## config.mk

```make
export PLATFORM = sky130hd
export DESIGN_NAME = fofb_cc_crc_tx_framer
export DESIGN_NICKNAME = d
export VERILOG_FILES = /design/src/rtl/fofb_cc_crc_pkg.sv /design/src/rtl/fofb_cc_out_reg.sv /design/src/rtl/fofb_cc_crc_tx_framer.sv
export SDC_FILE = /design/constraint.sdc
export NUM_CORES = 1
export LEC_CHECK = 0
export BUFFER_PORTS_ARGS = -buffer_cell sky130_fd_sc_hd__clkbuf_2
export CAP_MARGIN = 5
export CORE_AREA = 3 3 170 172
export DETAILED_ROUTE_END_ITERATION = 8
export DIE_AREA = 0 0 173 175
export PLACE_DENSITY_LB_ADDON = 0.15
export SYNTH_ARGS = -nofsm -noshare
export SYNTH_HDL_FRONTEND = slang
export SYNTH_SLANG_ARGS = --single-unit
```

## constraint.sdc

```tcl
create_clock -name clk -period 3.7 [get_ports clk]
set_clock_uncertainty 0.05 [all_clocks]
set_input_delay 0.74 -clock clk [delete_from_list [all_inputs] [get_ports clk]]
set_output_delay 0.74 -clock clk [all_outputs]
set_load 0.02 [all_outputs]
```

## src/rtl/fofb_cc_crc_pkg.sv

```systemverilog
// Shared CRC32 definitions for the GTX link framer, RX checker and bench model.
// 16-bit-per-step engine: MSB-first, poly 0x04C11DB7, init 0, no reflection, no final XOR.
package fofb_cc_crc_pkg;

    localparam logic [31:0] CRC32_POLY = 32'h04C1_1DB7;
    localparam logic [31:0] CRC32_INIT = 32'h0000_0000;

    typedef enum logic [1:0] {
        ST_IDLE    = 2'd0,
        ST_PAYLOAD = 2'd1,
        ST_CRC_HI  = 2'd2,
        ST_CRC_LO  = 2'd3
    } tx_state_e;

    typedef struct packed {
        logic [15:0] data;
        logic        sop;
        logic        eop;
        logic        crc;
    } out_word_t;

    // Data bit 15 is shifted in first, so d[0] and crc[16] meet at next[0].
    function automatic logic [31:0] crc32_d16(input logic [31:0] crc, input logic [15:0] d);
        logic [31:0] c;
        logic        fb;
        c = crc;
        for (int i = 15; i >= 0; i--) begin
            fb = c[31] ^ d[i];
            c  = {c[30:0], 1'b0};
            if (fb) begin
                c = c ^ CRC32_POLY;
            end
        end
        return c;
    endfunction

endpackage

```

## src/rtl/fofb_cc_out_reg.sv

```systemverilog
// One-entry output register with valid/ready; 1-cycle latency from load to out_vld.
// Backpressure: in_rdy = !out_vld | out_rdy; contents hold while out_vld & !out_rdy.
module fofb_cc_out_reg
    import fofb_cc_crc_pkg::*;
(
    input  logic      clk,
    input  logic      rst_n,
    input  logic      in_vld,
    input  out_word_t in_dat,
    output logic      in_rdy,
    output logic      out_vld,
    output out_word_t out_dat,
    input  logic      out_rdy
);

    logic      vld_q, vld_d;
    out_word_t dat_q, dat_d;

    assign in_rdy  = !vld_q | out_rdy;
    assign out_vld = vld_q;
    assign out_dat = dat_q;

    always_comb begin
        vld_d = vld_q;
        dat_d = dat_q;
        if (in_vld && in_rdy) begin
            vld_d = 1'b1;
            dat_d = in_dat;
        end else if (out_rdy) begin
            vld_d = 1'b0;
        end
    end

    always_ff @(posedge clk or negedge rst_n) begin
        if (!rst_n) begin
            vld_q <= 1'b0;
            dat_q <= '0;
        end else begin
            vld_q <= vld_d;
            dat_q <= dat_d;
        end
    end

endmodule

```

## src/rtl/fofb_cc_crc_tx_framer.sv

```systemverilog
// TX CRC framer: forwards sop/eop payload frames and appends CRC32 as two trailing words.
// Latency 1 cycle; input stalls while the CRC words are emitted or the output slot is full.
module fofb_cc_crc_tx_framer
    import fofb_cc_crc_pkg::*;
#(
    parameter int CNT_W = 16
) (
    input  logic             clk,
    input  logic             rst_n,
    input  logic [15:0]      s_data,
    input  logic             s_valid,
    input  logic             s_sop,
    input  logic             s_eop,
    output logic             s_ready,
    output logic [15:0]      m_data,
    output logic             m_valid,
    output logic             m_sop,
    output logic             m_eop,
    output logic             m_crc,
    input  logic             m_ready,
    output logic [CNT_W-1:0] frame_cnt,
    output logic [CNT_W-1:0] drop_cnt,
    output logic             err_sop
);

    localparam logic [CNT_W-1:0] CNT_ONE = {{(CNT_W-1){1'b0}}, 1'b1};

    tx_state_e        state_q, state_d;
    logic [31:0]      crc_q, crc_d;
    logic [CNT_W-1:0] frame_cnt_q, frame_cnt_d;
    logic [CNT_W-1:0] drop_cnt_q, drop_cnt_d;
    logic             err_sop_q, err_sop_d;
    logic             run_q;
    logic             slot_free;
    logic             accept;
    logic             ld_vld;
    out_word_t        ld_dat;
    out_word_t        out_dat;

    // run_q keeps s_ready low while reset is asserted and for the first edge after release.
    assign s_ready = run_q & slot_free & ((state_q == ST_IDLE) | (state_q == ST_PAYLOAD));
    assign accept  = s_valid & s_ready;

    always_comb begin
        state_d     = state_q;
        crc_d       = crc_q;
        drop_cnt_d  = drop_cnt_q;
        frame_cnt_d = frame_cnt_q;
        err_sop_d   = 1'b0;
        ld_vld      = 1'b0;
        ld_dat      = '0;

        case (state_q)
            ST_IDLE: begin
                if (accept) begin
                    if (s_sop) begin
                        crc_d   = crc32_d16(CRC32_INIT, s_data);
                        ld_vld  = 1'b1;
                        ld_dat  = '{data: s_data, sop: 1'b1, eop: 1'b0, crc: 1'b0};
                        state_d = s_eop ? ST_CRC_HI : ST_PAYLOAD;
                    end else begin
                        drop_cnt_d = drop_cnt_q + CNT_ONE;
                    end
                end
            end
            ST_PAYLOAD: begin
                if (accept) begin
                    crc_d     = crc32_d16(crc_q, s_data);
                    ld_vld    = 1'b1;
                    ld_dat    = '{data: s_data, sop: 1'b0, eop: 1'b0, crc: 1'b0};
                    err_sop_d = s_sop;
                    if (s_eop) begin
                        state_d = ST_CRC_HI;
                    end
                end
            end
            ST_CRC_HI: begin
                if (slot_free) begin
                    ld_vld  = 1'b1;
                    ld_dat  = '{data: crc_q[31:16], sop: 1'b0, eop: 1'b0, crc: 1'b1};
                    state_d = ST_CRC_LO;
                end
            end
            ST_CRC_LO: begin
                if (slot_free) begin
                    ld_vld  = 1'b1;
                    ld_dat  = '{data: crc_q[15:0], sop: 1'b0, eop: 1'b1, crc: 1'b1};
                    state_d = ST_IDLE;
                end
            end
            default: begin
                state_d = ST_IDLE;
            end
        endcase

        if (m_valid && m_ready && m_eop) begin
            frame_cnt_d = frame_cnt_q + CNT_ONE;
        end
    end

    always_ff @(posedge clk or negedge rst_n) begin
        if (!rst_n) begin
            state_q     <= ST_IDLE;
            crc_q       <= '0;
            frame_cnt_q <= '0;
            drop_cnt_q  <= '0;
            err_sop_q   <= 1'b0;
            run_q       <= 1'b0;
        end else begin
            state_q     <= state_d;
            crc_q       <= crc_d;
            frame_cnt_q <= frame_cnt_d;
            drop_cnt_q  <= drop_cnt_d;
            err_sop_q   <= err_sop_d;
            run_q       <= 1'b1;
        end
    end

    fofb_cc_out_reg u_out_reg (
        .clk     (clk),
        .rst_n   (rst_n),
        .in_vld  (ld_vld),
        .in_dat  (ld_dat),
        .in_rdy  (slot_free),
        .out_vld (m_valid),
        .out_dat (out_dat),
        .out_rdy (m_ready)
    );

    assign m_data    = out_dat.data;
    assign m_sop     = out_dat.sop;
    assign m_eop     = out_dat.eop;
    assign m_crc     = out_dat.crc;
    assign frame_cnt = frame_cnt_q;
    assign drop_cnt  = drop_cnt_q;
    assign err_sop   = err_sop_q;

endmodule
```

==> qor.yml, run 1 <==
synth_top_family_by_area: "XOR/XNOR gates"
async_flop_share_pct: 100
synth_cell_types: 57
yosysWarnings: 0
period_needed_ns: 3.06
yosys.area.top_type_share_pct: 32.0
synth_xor_area_share_pct: 42.2
vias_per_cell: 4.33
syn_avg_cell_area_um2: 10.7
synth.cell_area_mm2: 0.00688
slowest_delay_ns: 0.52
worstSetupPathType: "primary input to register"
startpoint_type: "primary input"
hold_ws_ns: 0.365
grt_overflow: 0
cp_slowest_cell: "xnor3_1"
cts_tree: "built"
final_nets: 765
dpl-instance-area_mm2: 0.00780
dieHeight_um: 175
wl_per_cell_um: 19.4
synthMuxAreaShare_pct: 2.00
max_freq_mhz: 327
area_growth_pct: 18.3
final_antenna_net_count: 0
synth_area_leaders: "dfrtp_1, xnor2_1, xor2_1"
max_cap_violations: 0
slew_violations: 0
dieWidth_um: 173
wirelength_um: 21700
grt_max_degree: 56
cts_hold_buf: 0
met1_length_um: 10600
dp_hpwl_um: 17100
synth_edf_count: 0
synthAdderAreaFrac_pct: 1.09
grt_use_total_pct: 14.7
syn-num-nets: 674
grt_pass1_wl_um: 33600
fin_crit_sh_pct: 82.7
vias: 4846
clk_latency_ns: 0.35
ios: 76
path_cells: "clkbuf_2 > xnor3_1 > xnor3_2 > xor2_4 > xnor2_2 > nand2_1 > o31a_2 > a41o_1"
synth_compound_area_share_pct: 9.38
synthTopCellsByCount: "xnor2_1, dfrtp_1, nand2_1"
crit_required_ns: 3.90
synth_seq_area_share_pct: 32.0
finalHoldViolCount: 0
hp-class: "primary input to async pin"
start_util_pct: 24.9
gp_congestion: 0.824
die_area_mm2: 0.0303
ys_ff_latch: 88
cts.root.buffer_cell: "clkbuf_16"
yosysMostFrequentCell: "xnor2_1"
cts_sinks: 88
grt_setup_unrepaired: "false"
cp.arrival_ns: 3.26
clk_pin_slew_ns: 0.08
dr.pass1.iters: 5
tightest_slew_ns: 0.823
crit_path_start: "s_data[12]"
grt_pass1_vias: 5171
core_area_mm2: 0.0276
r2r-start: "state_q[0]"
final_cell_area_mm2: 0.00814
cp_max_fo: 8
syn_inst: 646
io_buffers: 75
top_layer: "met4"
postCtsSetupRepairBufs: 0
ctsResizeCount: 0
drt_iter0_markers: 316
rows: 61
drc: 0
met3WireLength_um: 1110
cts_made_buffers: 9
cts_htree_levels: 3
finalSetupViolations: 0
antenna_cells: 0
status: "finished clean"
slew_headroom_pct: 44.9
synth_ff_type: "dfrtp_1"
cp-end-kind: "register"
dr_wl_met2_um: 9720
clockBufferDepth: 2
synth_simple_gate_area_share_pct: 9.74
grt_antenna_before_repair: 0
drive_gt1_share_pct: 22.9
synth_top_area_cell: "dfrtp_1"
tns_ns: 0
## path summary, 6_finish.rpt
kind | end | slack, ns | cells after the start
worst min register to register | drop_cnt[15] | 0.42 | 1
max in group asynchronous | frame_cnt[0] | 2.45 | 2
worst max-delay path | crc_q[8] | 0.64 | 8
worst max register to register | u_out_reg.out_dat[14] | 0.80 | 9
min in group clk | drop_cnt[15] | 0.42 | 1
worst min-delay path | drop_cnt[5] | 0.37 | 1
## final cells by class
class | count | area, um2
clock buffer | 9 | 225
timing repair buffer | 113 | 663
sequential | 88 | 2200
tap | 378 | 473
multi-input combinational | 520 | 4440
clock inverter | 6 | 116
fill | 2946 | 19500
inverter | 5 | 18.8
## metrics by stage
| stage | std cells | setup slack, ns | utilization (%) |
|---|---|---|---|
| CTS | 1119 | 0.681 | 29.5 |
| global route | 1119 | 0.527 | 29.5 |
| floorplan | 646 | 0.437 | - |
| detailed placement | 1104 | 0.310 | 28.2 |
| finish | 1119 | 0.641 | 29.5 |
| global placement | 1104 | 0.315 | 28.2 |
## cell usage in the layout (no fill, tap or decap), types with 10 or more instances in the layout
cell	Yosys	final
xnor2_1	176	176
dfrtp_1	88	88
clkbuf_2	0	74
nand2_1	50	49
xor2_1	46	46
buf_4	1	39
nor2_1	36	36
o21ai_0	25	25
a21oi_1	19	19
xnor2_2	12	12
xnor3_1	12	12
a22oi_1	11	11
nand3_1	11	11
a222oi_1	10	10
a221o_1	10	10
## sequential cells by signal (all words and copies together) (netlist names)
signal             cells
err_sop                1
run_q                  1
u_out_reg.out_dat     19
state_q                2
crc_q                 32
drop_cnt              16
u_out_reg.out_vld      1
frame_cnt             16
## cell families after synthesis
| family | after synthesis |
|---|---|
| AND/OR/NAND/NOR | 140 |
| XOR/XNOR | 266 |
| AO/OA/AOI/OAI | 94 |
| other | 1 |
| adder cells (fa/ha/maj) | 6 |
| buffers and inverters | 38 |
| multiplexers | 13 |
| flip-flops | 88 |
## critical path: cells and delay by family
family	cells	cell delay, ns
xor gates and xnor gates	4	1.54
AOI/OAI and AO/OA	2	0.57
buffers and inverters	1	0.30
and+or+nand+nor	1	0.10
## per-layer routing
metal	track usage (%)	vias to the layer above
met4	3.58	0
met1	20.5	2359
met2	23.1	115
met3	3.35	16
li1	-	2356
met5	0	-
Power of run 1 is left out: the tool's default activity adds up to more than one toggle a clock period on the data nets, which glitch-free logic cannot reach.
==> run 2: changes to the inputs <==
==> constraint.sdc (replaced) <==
create_clock -name clk -period 2.8 [get_ports clk]
set_clock_uncertainty 0.05 [all_clocks]
set_input_delay 0.56 -clock clk [delete_from_list [all_inputs] [get_ports clk]]
set_output_delay 0.56 -clock clk [all_outputs]
set_load 0.02 [all_outputs]
==> run 2 against run 1 <==
Effect of this change:
- register-to-register slack got worse by 0.72 ns
- global-route usage rose by 0.52 points
- utilization rose by 2.9 points
- critical endpoint is now crc_q[6]
==> qor.yml, run 2 (synthesis results as in run 1) <==
dp_worst_setup_slack_ns: -0.187
startpoint_type: "register"
dr.pass1.iters: 7
r2r_end: "crc_q[6]"
setup_ws_ns: 0.0806
cts_tree: "built"
area_growth_pct: 29.8
final_antenna_net_count: 0
hp-class: "primary input to async pin"
period_needed_ns: 2.72
cp-end-kind: "register"
grt_use_total_pct: 15.2
grt_pass1_wl_um: 35000
drc: 0
final_common_cell: "xnor2_1"
start_util_pct: 24.9
final_cell_mix: "xnor2_1, buf_4, dfrtp_1, clkbuf_2, nand2_1"
fin_crit_sh_pct: 97.1
max_cap_violations: 0
clk_latency_ns: 0.35
cpMostUsedCell: "buf_4"
grt_pass1_vias: 5596
grt_antenna_before_repair: 0
finalSetupViolations: 0
slowest_delay_ns: 0.51
final_cell_area_mm2: 0.00894
drive_gt1_share_pct: 32.1
cpLargestDelayFamily: "XOR/XNOR gates"
tightest_slew_ns: 1.08
wl_per_cell_um: 18.7
path_cells: "xnor2_2 > buf_4 > xor3_1 > xor2_2 > xnor2_2 > buf_4 > buf_4 > xnor2_1 > a21oi_1 > o21ai_0"
cts.root.buffer_cell: "clkbuf_16"
final_nets: 854
antenna_cells: 0
top_register: "crc_q"
clk_pin_slew_ns: 0.08
cts_htree_levels: 3
io_buffers: 75
largest_reg_flops: 32
vias: 5292
dp_hpwl_um: 18300
reg2reg_setup_slack_ns: 0.08
grt_overflow: 0
cp.arrival_ns: 2.94
rows: 61
dieWidth_um: 173
fillers: 2888
cp_max_fo: 4
slew_violations: 0
cts_made_buffers: 9
drt_iter0_markers: 258
worst-path-buf-inv: 3
core_area_mm2: 0.0276
dpl-instance-area_mm2: 0.00858
wirelength_um: 22600
max_freq_mhz: 368
status: "finished clean"
crit_required_ns: 3.02
cp_slowest_cell: "xor3_1"
cts_sinks: 88
finalHoldViolCount: 0
gp_congestion: 0.865
ios: 76
grt_max_degree: 63
die_area_mm2: 0.0303
vias_per_cell: 4.38
clockBufferDepth: 2
worstSetupPathType: "register to register"
hold_ws_ns: 0.0731
dieHeight_um: 175
r2r-start: "crc_q[27]"
slew_headroom_pct: 27.5
reg2reg_depth: 10
final_util_pct: 32.3
-- run 2: timing repair --
action                                  in CTS  in global routing
endpoints found under the setup margin       0                 16
gates resized for setup                      0                  5
hold buffers                                 0                  0
setup buffers                                0                  6
-- run 2: per-layer routing --
layer	part of all wire (%)	up-vias	GRT usage, %
met2	47	121	24.9
met3	3.7	13	2.74
li1	-	2543	-
met5	0	-	0
met1	48	2615	21.0
met4	1.1	0	3.34
-- run 2: worst max-delay path by stage --
stage / startpoint / cells after the start / slack (ns) / endpoint
floorplan: s_data[12] / 8 / -0.01 / crc_q[8]
global placement: s_data[9] / 9 / -0.21 / crc_q[8]
detailed placement: s_data[13] / 9 / -0.19 / crc_q[25]
CTS: crc_q[29] / 7 / 0.04 / crc_q[8]
global route: crc_q[27] / 8 / -0.002 / crc_q[13]
finish: crc_q[27] / 10 / 0.08 / crc_q[6]
-- run 2: metrics by stage --
step                      setup TNS [ns]  std cells
after floorplan                  -0.0120        646
after global placement             -1.75       1187
after detailed placement           -1.64       1187
after CTS                              0       1203
after global routing            -0.00232       1209
final                                  0       1209
-- run 2: layout make-up --
| cell class | count | area [um2] | area share [%] |
|---|---|---|---|
| tap | 378 | 473 | 5.29 |
| timing repair buffer | 202 | 1420 | 15.9 |
| clock buffer | 10 | 229 | 2.56 |
| multi-input combinational | 520 | 4540 | 50.8 |
| sequential | 88 | 2200 | 24.7 |
| clock inverter | 6 | 51.3 | 0.574 |
| inverter | 5 | 18.8 | 0.210 |
Power of run 2 is left out for the same reason.
==> run 3: changes to the inputs <==
--- a/config.mk
+++ b/config.mk
@@ -10,7 +10,8 @@
 export CORE_AREA = 3 3 170 172
 export DETAILED_ROUTE_END_ITERATION = 8
 export DIE_AREA = 0 0 173 175
-export PLACE_DENSITY_LB_ADDON = 0.15
+export PLACE_DENSITY_LB_ADDON = 0.1
+export REMOVE_ABC_BUFFERS = 1
 export SYNTH_ARGS = -nofsm -noshare
 export SYNTH_HDL_FRONTEND = slang
 export SYNTH_SLANG_ARGS = --single-unit
==> run 3 against run 2 <==
Effect of this change:
- worst hold slack better by 0.12 ns
- register-to-register slack is essentially flat
- non-clock buffer count increased by 22
- count of clock-buffer cells in the layout shrank 1
- first-iteration DRC count is 41% higher
- critical path type unchanged
- global-route usage up 0.80 points
- critical path depth down 1
- worst setup slack improved by 0.0033 ns
- maximum frequency up 0.12%
- cell count grew 1.8%
- design area up 1.2%
- wire length grew 4.9%
==> qor.yml, run 3 (synthesis results as in run 1) <==
status: "finished clean"
crit_required_ns: 3.03
dr.pass1.iters: 7
die_area_mm2: 0.0303
cts_htree_levels: 3
cp-end-kind: "register"
clk_latency_ns: 0.36
finalHoldViolCount: 0
final_antenna_net_count: 0
multi_input_area_mm2: 0.00448
grt_pass1_wl_um: 36300
vias_per_cell: 4.38
cp_max_fo: 4
hold_ws_ns: 0.194
io_buffers: 75
final_common_cell: "xnor2_1"
r2r_end: "crc_q[10]"
r2r-start: "crc_q[27]"
drc: 0
vias: 5393
reg2reg_setup_slack_ns: 0.08
grt_antenna_before_repair: 0
drt_iter0_markers: 365
slew_violations: 0
period_needed_ns: 2.72
slew_headroom_pct: 56.2
grt_use_total_pct: 16.0
dieWidth_um: 173
rows: 61
fillers: 2883
start_util_pct: 24.9
dieHeight_um: 175
cts.root.buffer_cell: "clkbuf_16"
antenna_cells: 0
cts_sinks: 88
largest_reg_flops: 32
cts_hold_buf: 0
grt_pass1_vias: 5883
ios: 76
max_freq_mhz: 368
startpoint_type: "register"
cts_tree: "built"
max_cap_violations: 0
fin_crit_sh_pct: 97.0
reg2reg_depth: 9
clk_pin_slew_ns: 0.09
register_area_mm2: 0.00220
clockBufferDepth: 2
grt_setup_unrepaired: "true"
finalSetupViolations: 0
cp.arrival_ns: 2.95
grt_max_degree: 89
gp_congestion: 0.867
top_register: "crc_q"
core_area_mm2: 0.0276
wl_per_cell_um: 19.3
hp-class: "primary input to async pin"
tightest_slew_ns: 0.657
dp_hpwl_um: 19000
final_nets: 876
final_cell_mix: "xnor2_1, buf_4, dfrtp_1, clkbuf_2, nand2_1"
worstSetupPathType: "register to register"
drive_gt1_share_pct: 34.0
grt_overflow: 0
wirelength_um: 23800
area_growth_pct: 31.4
cts_made_buffers: 9
[run 3: changes by cell type in the layout (fill, tap and decap cells not counted), moves of 2 or more]
cell	before	now
buf_4	121	144
clkinvlp_4	3	1
xnor2_2	10	13
xnor2_4	7	3
xor2_1	43	45
[run 3: routing by layer]
layer / vias to the layer above / GRT usage (%) / routed length (um)
li1: 2580 / - / -
met1: 2663 / 20.6 / 10700
met2: 128 / 27.9 / 11800
met3: 22 / 2.85 / 858
met4: 0 / 3.99 / 380
met5: - / 0 / 0
[run 3: what timing repair did]
action	in CTS	in global routing
endpoints found under the setup margin	9	18
buffers inserted	0	3
pin swaps	0	3
gates cloned	0	0
gates resized for setup	2	7
[run 3: worst max-delay path, cell delays in order, from the launching register on]
cell,delay (ns)
dfrtp_1,0.47
xnor2_2,0.17
buf_4,0.16
xor3_1,0.52
buf_4,0.18
xnor2_1,0.28
xnor2_1,0.14
xnor2_1,0.35
a21oi_1,0.12
o21ai_0,0.19
[run 3: layout make-up]
class	instances	area share [%]
repair buffers	224	17.4
clock buffers	9	2.49
clock inverters	7	0.803
well taps	378	5.23
multi-input cells	520	49.5
flip-flops and latches	88	24.4
inverters	5	0.208
[run 3: worst max path at each step]
stage	from	to	slack (ns)	cells past startpoint
after floorplan	state_q[1]	state_q[0]	-1.16	9
after global placement	s_data[12]	crc_q[2]	-0.20	10
after global routing	crc_q[27]	crc_q[6]	-0.02	10
after detailed placement	s_data[12]	crc_q[2]	-0.24	10
final	crc_q[27]	crc_q[10]	0.08	9
after CTS	state_q[1]	drop_cnt[13]	0.03	9
[run 3: per-stage QoR]
stage | util (%) | area, um2 | TNS, ns | setup WS (ns) | instances
after CTS | 32.5 | 8980 | 0 | 0.0297 | 1228
after detailed placement | 31.4 | 8680 | -2.34 | -0.245 | 1212
final | 32.7 | 9040 | 0 | 0.0839 | 1231
after global routing | 32.7 | 9040 | -0.0160 | -0.0160 | 1231
after floorplan | - | 6660 | -42.09 | -1.16 | 613
after global placement | 31.4 | 8680 | -1.91 | -0.199 | 1212
Power of run 3 is left out for the same reason.
